## src/rtl/seg_pkg.sv

```systemverilog
// Segment encodings shared by the BCD decoder and the display scanner.
// All patterns are active-low, ordered {a,b,c,d,e,f,g,dp}: bit 7 = a, bit 0 = dp.
package seg_pkg;

    localparam int unsigned SEG_W = 8;

    typedef logic [SEG_W-1:0] seg_t;

    // Bit position of each segment inside a seg_t pattern
    localparam int unsigned SEG_A_BIT  = 7;
    localparam int unsigned SEG_B_BIT  = 6;
    localparam int unsigned SEG_C_BIT  = 5;
    localparam int unsigned SEG_D_BIT  = 4;
    localparam int unsigned SEG_E_BIT  = 3;
    localparam int unsigned SEG_F_BIT  = 2;
    localparam int unsigned SEG_G_BIT  = 1;
    localparam int unsigned SEG_DP_BIT = 0;

    localparam seg_t SEG_0     = 8'b0000_0011;
    localparam seg_t SEG_1     = 8'b1001_1111;
    localparam seg_t SEG_2     = 8'b0010_0101;
    localparam seg_t SEG_3     = 8'b0000_1101;
    localparam seg_t SEG_4     = 8'b1001_1001;
    localparam seg_t SEG_5     = 8'b0100_1001;
    localparam seg_t SEG_6     = 8'b0100_0001;
    localparam seg_t SEG_7     = 8'b0001_1111;
    localparam seg_t SEG_8     = 8'b0000_0001;
    localparam seg_t SEG_9     = 8'b0001_1001;
    localparam seg_t SEG_ERR   = 8'b0110_0001;
    localparam seg_t SEG_BLANK = 8'b1111_1111;

endpackage

```

## src/rtl/bcd_seg_decode.sv

```systemverilog
// Combinational BCD to active-low 7-segment decoder with decimal point and blanking.
// Ports:
//   code_i  : 4-bit BCD digit; 10..15 show the "E" glyph
//   dp_i    : 1 lights the decimal point
//   blank_i : 1 forces the digit fully dark (overrides code and dp)
//   seg_o   : active-low pattern {a,b,c,d,e,f,g,dp}
module bcd_seg_decode
    import seg_pkg::*;
(
    input  logic [3:0] code_i,
    input  logic       dp_i,
    input  logic       blank_i,
    output seg_t       seg_o
);

    seg_t pat_c;

    // Digit lookup, then dp, then blank has the final say
    always_comb begin
        pat_c = SEG_ERR;
        case (code_i)
            4'd0:    pat_c = SEG_0;
            4'd1:    pat_c = SEG_1;
            4'd2:    pat_c = SEG_2;
            4'd3:    pat_c = SEG_3;
            4'd4:    pat_c = SEG_4;
            4'd5:    pat_c = SEG_5;
            4'd6:    pat_c = SEG_6;
            4'd7:    pat_c = SEG_7;
            4'd8:    pat_c = SEG_8;
            4'd9:    pat_c = SEG_9;
            default: pat_c = SEG_ERR;
        endcase
        if (dp_i) begin
            pat_c[SEG_DP_BIT] = 1'b0;
        end
        if (blank_i) begin
            pat_c = SEG_BLANK;
        end
    end

    assign seg_o = pat_c;

endmodule

```

## src/rtl/bcd_seg_scanner.sv

```systemverilog
// Time-multiplexed driver for a common-anode multi-digit 7-segment display.
// Inputs are latched into shadow registers once per frame so a frame never tears.
// Ports:
//   clk, rst   : clock and synchronous active-high reset
//   BCD_code   : packed BCD digits, digit i = BCD_code[4i+3:4i], digit 0 rightmost
//   dp_in      : per-digit decimal point, 1 = lit
//   blank_in   : per-digit blank, 1 = dark
//   seg_out    : registered active-low segments {a..g,dp}
//   seg_sel    : registered digit enables, polarity set by SEL_ACTIVE_LOW
//   frame_done : registered one-cycle pulse after the last digit's slot ends
module bcd_seg_scanner
    import seg_pkg::*;
#(
    parameter int unsigned NUM_DIGITS     = 4,
    parameter int unsigned SCAN_DIV       = 50000,
    parameter int unsigned DEAD_CYC       = 2,
    parameter bit          SEL_ACTIVE_LOW = 1'b1
) (
    input  logic                      clk,
    input  logic                      rst,
    input  logic [4*NUM_DIGITS-1:0]   BCD_code,
    input  logic [NUM_DIGITS-1:0]     dp_in,
    input  logic [NUM_DIGITS-1:0]     blank_in,
    output logic [SEG_W-1:0]          seg_out,
    output logic [NUM_DIGITS-1:0]     seg_sel,
    output logic                      frame_done
);

    localparam int unsigned TICK_W = (SCAN_DIV > 1) ? $clog2(SCAN_DIV) : 1;
    localparam int unsigned IDX_W  = (NUM_DIGITS > 1) ? $clog2(NUM_DIGITS) : 1;
    localparam logic [TICK_W-1:0]     TICK_LAST = TICK_W'(SCAN_DIV - 1);
    localparam logic [IDX_W-1:0]      IDX_LAST  = IDX_W'(NUM_DIGITS - 1);
    localparam logic [NUM_DIGITS-1:0] SEL_OFF   = {NUM_DIGITS{SEL_ACTIVE_LOW}};

    logic [TICK_W-1:0]       tick_q, tick_d;
    logic [IDX_W-1:0]        idx_q, idx_d;
    logic                    prime_q, prime_d;
    logic [4*NUM_DIGITS-1:0] code_sh_q, code_sh_d;
    logic [NUM_DIGITS-1:0]   dp_sh_q, dp_sh_d;
    logic [NUM_DIGITS-1:0]   blank_sh_q, blank_sh_d;
    seg_t                    seg_out_q, seg_out_d;
    logic [NUM_DIGITS-1:0]   seg_sel_q, seg_sel_d;
    logic                    frame_done_q, frame_done_d;

    logic                    slot_end_c, frame_wrap_c, load_c, dead_c;
    logic [3:0]              dig_code_c;
    logic                    dig_dp_c, dig_blank_c;
    logic [NUM_DIGITS-1:0]   onehot_c;
    seg_t                    dec_seg_c;

    bcd_seg_decode u_decode (
        .code_i  (dig_code_c),
        .dp_i    (dig_dp_c),
        .blank_i (dig_blank_c),
        .seg_o   (dec_seg_c)
    );

    // Scan counters, frame-synchronous input latching and output gating
    always_comb begin
        tick_d       = tick_q;
        idx_d        = idx_q;
        prime_d      = 1'b0;
        code_sh_d    = code_sh_q;
        dp_sh_d      = dp_sh_q;
        blank_sh_d   = blank_sh_q;
        dig_code_c   = 4'd0;
        dig_dp_c     = 1'b0;
        dig_blank_c  = 1'b1;
        onehot_c     = '0;

        slot_end_c   = (tick_q == TICK_LAST);
        frame_wrap_c = slot_end_c && (idx_q == IDX_LAST) && !prime_q;
        load_c       = prime_q || frame_wrap_c;

        // Counters hold during the prime cycle so digit 0 starts at tick 0 with fresh data
        if (!prime_q) begin
            if (slot_end_c) begin
                tick_d = '0;
                idx_d  = (idx_q == IDX_LAST) ? '0 : idx_q + IDX_W'(1);
            end else begin
                tick_d = tick_q + TICK_W'(1);
            end
        end

        if (load_c) begin
            code_sh_d  = BCD_code;
            dp_sh_d    = dp_in;
            blank_sh_d = blank_in;
        end

        for (int i = 0; i < int'(NUM_DIGITS); i++) begin
            if (idx_q == IDX_W'(i)) begin
                dig_code_c  = code_sh_q[4*i +: 4];
                dig_dp_c    = dp_sh_q[i];
                dig_blank_c = blank_sh_q[i];
                onehot_c[i] = 1'b1;
            end
        end

        dead_c       = prime_q || (32'(tick_q) < DEAD_CYC);
        seg_out_d    = dead_c ? SEG_BLANK : dec_seg_c;
        seg_sel_d    = dead_c ? SEL_OFF : (onehot_c ^ SEL_OFF);
        frame_done_d = frame_wrap_c;
    end

    // State and output registers
    always_ff @(posedge clk) begin
        if (rst) begin
            tick_q       <= '0;
            idx_q        <= '0;
            prime_q      <= 1'b1;
            code_sh_q    <= '0;
            dp_sh_q      <= '0;
            blank_sh_q   <= '1;
            seg_out_q    <= SEG_BLANK;
            seg_sel_q    <= SEL_OFF;
            frame_done_q <= 1'b0;
        end else begin
            tick_q       <= tick_d;
            idx_q        <= idx_d;
            prime_q      <= prime_d;
            code_sh_q    <= code_sh_d;
            dp_sh_q      <= dp_sh_d;
            blank_sh_q   <= blank_sh_d;
            seg_out_q    <= seg_out_d;
            seg_sel_q    <= seg_sel_d;
            frame_done_q <= frame_done_d;
        end
    end

    assign seg_out    = seg_out_q;
    assign seg_sel    = seg_sel_q;
    assign frame_done = frame_done_q;

endmodule

```

## config.mk

```make
export PLATFORM = sky130hd
export DESIGN_NAME = bcd_seg_scanner
export DESIGN_NICKNAME = d
export VERILOG_FILES = /design/src/rtl/seg_pkg.sv /design/src/rtl/bcd_seg_decode.sv /design/src/rtl/bcd_seg_scanner.sv
export SDC_FILE = /design/constraint.sdc
export NUM_CORES = 1
export LEC_CHECK = 0
export CORE_ASPECT_RATIO = 0.8
export CORE_MARGIN = 2
export CORE_UTILIZATION = 54
export DETAILED_ROUTE_END_ITERATION = 6
export PLACE_DENSITY = 0.78
export SETUP_SLACK_MARGIN = 0.02
export SLEW_MARGIN = 5
export SYNTH_ARGS = -nofsm -noshare
export SYNTH_HDL_FRONTEND = slang
export SYNTH_HIERARCHICAL = 1
export SYNTH_SLANG_ARGS = --single-unit
```

## constraint.sdc

```tcl
create_clock -name clk -period 2.9 [get_ports clk]
set_input_delay 0.58 -clock clk [delete_from_list [all_inputs] [get_ports clk]]
set_output_delay 0.58 -clock clk [all_outputs]
set_load 0.01 [all_outputs]
```

==> impl_metrics.py <==
metrics = {
    "final_layout": {
        "final-seq-area_um2": 1121,
        "layout.nets": 385,
        "finish.utilization_pct": 66.69,
        "final_layout_size_suffix_gt1_share_pct": 6.304,
        "areaGrowthSynthToFinish_pct": 18.41,
        "antenna_cells": 0,
        "multi_input_area_um2": 1592,
        "nFillCells": 436,
    },
    "job": {
        "cap_violations": 0,
    },
    "synth": {
        "syn_area_um2": 2820,
        "synth-edff-count": 0,
        "syn_inst": 315,
        "avgSynthCellArea_um2": 8.953,
        "synthDistinctLibCells": 43,
        "synth-seq-cells": 56,
        "synth_warnings": 6,
        "synth_fp_nets": 352,
        "synthArstFlopShare_pct": 0,
        "synth-seq-area-share_pct": 39.75,
        "synth_ff_type": "dfxtp_1",
    },
    "routing": {
        "wl_um": 5501,
        "top_layer": "met4",
        "avgViaCountPerCell": 5.409,
        "met1_length_um": 2912,
        "drtAntennaViolNets": 0,
        "first_pass_iters": 4,
        "met2_wirelength_um": 2348,
        "via_count": 2223,
        "dr_wl_met3_um": 184,
        "drc": 0,
        "drtIter0Drc": 99,
        "avgRoutedWirePerCell_um": 13.38,
    },
    "critical_path": {
        "r2r_setup_slack_ns": 0.53,
        "reg2reg_depth": 12,
        "startpoint_type": "register",
        "endpoint_kind": "register",
        "cp.arrival_ns": 2.57,
        "crit_type": "reg2reg",
        "crit_fanout": 13,
        "critPathRequiredTime_ns": 3.09,
    },
    "power": {
        "powerDensity_nw_per_um2": 422.7,
        "swShare_pct": 23.09,
        "finalPower_w": 0.001411,
        "p_sw_w": 0.0003260,
        "p_leak_nw": 1.284,
        "peakVddDrop_mv": 0.3332,
        "seq_power_share_pct": 57.7,
        "power_frac_comb_pct": 11.9,
        "internal-power_w": 0.001085,
        "p_clk_share_pct": 30.4,
    },
    "clocking": {
        "htreeDepth": 2,
        "ctsHoldBuffers": 0,
        "clockBufferDepth": 2,
        "cts_buffers": 5,
        "cts_tree": "built",
        "clk_pin_slew_worst_paths_ns": 0.09,
        "clock_latency_ns": 0.30,
        "root_buffer": "clkbuf_8",
        "cts_setup_buffers": 0,
        "clock-sinks": 56,
        "ctsResizeCount": 0,
    },
    "timing": {
        "finalClockSkew_ns": 0.003698,
        "finalHoldViolCount": 0,
        "finalSetupViolCount": 0,
        "max_freq_ghz": 0.4212,
        "worstMarginPinSlew_ns": 0.6082,
        "rsz0062_at_grt": "false",
        "finalSetupTns_ns": 0,
        "min_period_ns": 2.374,
        "max_slew_margin_pct": 58.88,
        "whs_ns": 0.4855,
        "setup_ws_ns": 0.5257,
        "drv_slew": 0,
        "period_share_pct": 81.87,
    },
    "grt": {
        "grtUsageTotal_pct": 19.86,
        "grt_pass1_wl_um": 9218,
        "grt_pass1_vias": 1971,
        "grt_remaining_overflow": 0,
        "grt_max_degree": 52,
        "antenna_found_initial": 0,
    },
    "die": {
        "core_area_um2": 5007,
        "die_y_um": 68.64,
        "dieWidth_um": 84.80,
        "num_rows": 23,
        "initial_core_util_pct": 56.32,
        "io_pins": 39,
        "die_area_um2": 5820,
    },
    "min_path": {
        "min-delay-path-class": "reg2reg",
        "whs_path_depth": 2,
    },
    "placed_design": {
        "place_ws_ns": 0.5715,
        "port_buffers": 38,
        "place.gp.congestion": 0.8484,
        "hpwl_um": 3974,
    },
    "run_status": {
        "status": "completed",
    },
}
-- synth_stat cells (all sizes together) (2+ instances only) --
| library cell | instances | area [um2] |
|---|---|---|
| mux2i | 28 | 280.3 |
| and3b | 2 | 17.52 |
| nor3 | 3 | 15.01 |
| nor4 | 3 | 18.77 |
| and4 | 3 | 27.53 |
| nand2b | 49 | 306.5 |
| nor2b | 2 | 12.51 |
| xor2 | 9 | 78.83 |
| nand4b | 2 | 17.52 |
| ha | 11 | 137.6 |
| nor3b | 2 | 20.02 |
| or4 | 4 | 30.03 |
| nor2 | 28 | 112.6 |
| o31ai | 2 | 15.01 |
| nor4b | 2 | 17.52 |
| o21bai | 5 | 41.29 |
| nand4 | 6 | 37.54 |
| buf | 8 | 50.04 |
| inv | 7 | 26.28 |
| dfxtp | 56 | 1121 |
| o21ai | 9 | 45.04 |
| nand2 | 21 | 78.83 |
| xnor2 | 4 | 35.03 |
| clkbuf | 10 | 37.54 |
| a21o | 2 | 15.01 |
| nand3b | 5 | 37.54 |
| nand3 | 6 | 30.03 |
| a21oi | 19 | 95.09 |
-- power groups by stage --
stage / registers, W / logic [W] / clock network [W]
after floorplan: 0.000824 / 0.000113 / 0
after global placement: 0.000832 / 0.000165 / 0
after detailed placement: 0.000832 / 0.000168 / 0
after CTS: 0.000814 / 0.000169 / 0.000444
after global routing: 0.000817 / 0.000186 / 0.000476
final: 0.000814 / 0.000168 / 0.000429
-- stage by stage --
stage | area, um2 | instances
final | 3339 | 411
after global routing | 3339 | 411
after CTS | 3339 | 411
after detailed placement | 3249 | 403
after global placement | 3249 | 403
after floorplan | 2820 | 315
-- cells in the final DEF (no fill, tap or decap), types with 3 or more instances in the layout --
cell type         n
clkdlybuf4s50_1  38
nand3_1           6
nand2b_1         49
o21bai_1          4
inv_1             7
ha_1             11
nand3b_1          5
nand4_1           6
nor2_1           27
clkbuf_8          6
nor4_1            3
xor2_1            9
nor3_1            3
a21oi_1          19
xnor2_1           4
dfxtp_1          56
buf_4             7
nand2_1          21
or4_1             4
mux2i_1          28
o21ai_0           7
-- flip-flops by register name, summed over array words and instances, names as in the netlist --
register    cells
code_sh_q      16
tick_q         16
seg_out         8
blank_sh_q      4
dp_sh_q         4
seg_sel         4
idx_q           2
frame_done      1
prime_q         1
-- layer usage --
layer	GRT usage, %	vias up
met4	4.762	0
met5	0	-
met3	3.690	7
met2	32.28	48
met1	27.75	1031
li1	-	1137
-- cells by family (layout without fill, tap and decap cells) --
family / Yosys count / in the layout / synth area share, %
buf+inv: 26 / 60 / 4.348
xor+xnor: 13 / 13 / 4.037
flops: 56 / 56 / 39.75
simple gates: 141 / 141 / 28.71
compound gates: 40 / 40 / 8.341
fa+ha+maj: 11 / 11 / 4.880
mux: 28 / 28 / 9.938
-- path summary, 6_finish.rpt --
| kind | startpoint | end |
|---|---|---|
| setup / recovery | idx_q[1] | seg_out[4] |
| hold / removal | dp_sh_q[0] | dp_sh_q[0] |
| setup reg to reg | idx_q[1] | seg_out[4] |
| hold reg to reg | dp_sh_q[0] | dp_sh_q[0] |
-- worst max-delay path, cell delays in order (launching register included) --
cell and delay [ns]:
dfxtp_1 0.40, inv_1 0.08, ha_1 0.31, nand3b_1 0.21, a21oi_1 0.19, a21oi_1 0.05
o21ai_0 0.22, inv_1 0.12, ha_1 0.29, nor2_1 0.05, a21oi_1 0.13, o21ai_1 0.08
nand2b_1 0.14
-- final cells by class --
| class | count | share of cell area (%) |
|---|---|---|
| inverter | 7 | 0.7868 |
| sequential | 56 | 33.57 |
| multi-input combinational | 233 | 47.66 |
| timing repair buffer | 45 | 12.96 |
| clock buffer | 8 | 2.698 |
| tap | 62 | 2.323 |
No activity file was read; power rests on OpenSTA's default activity.
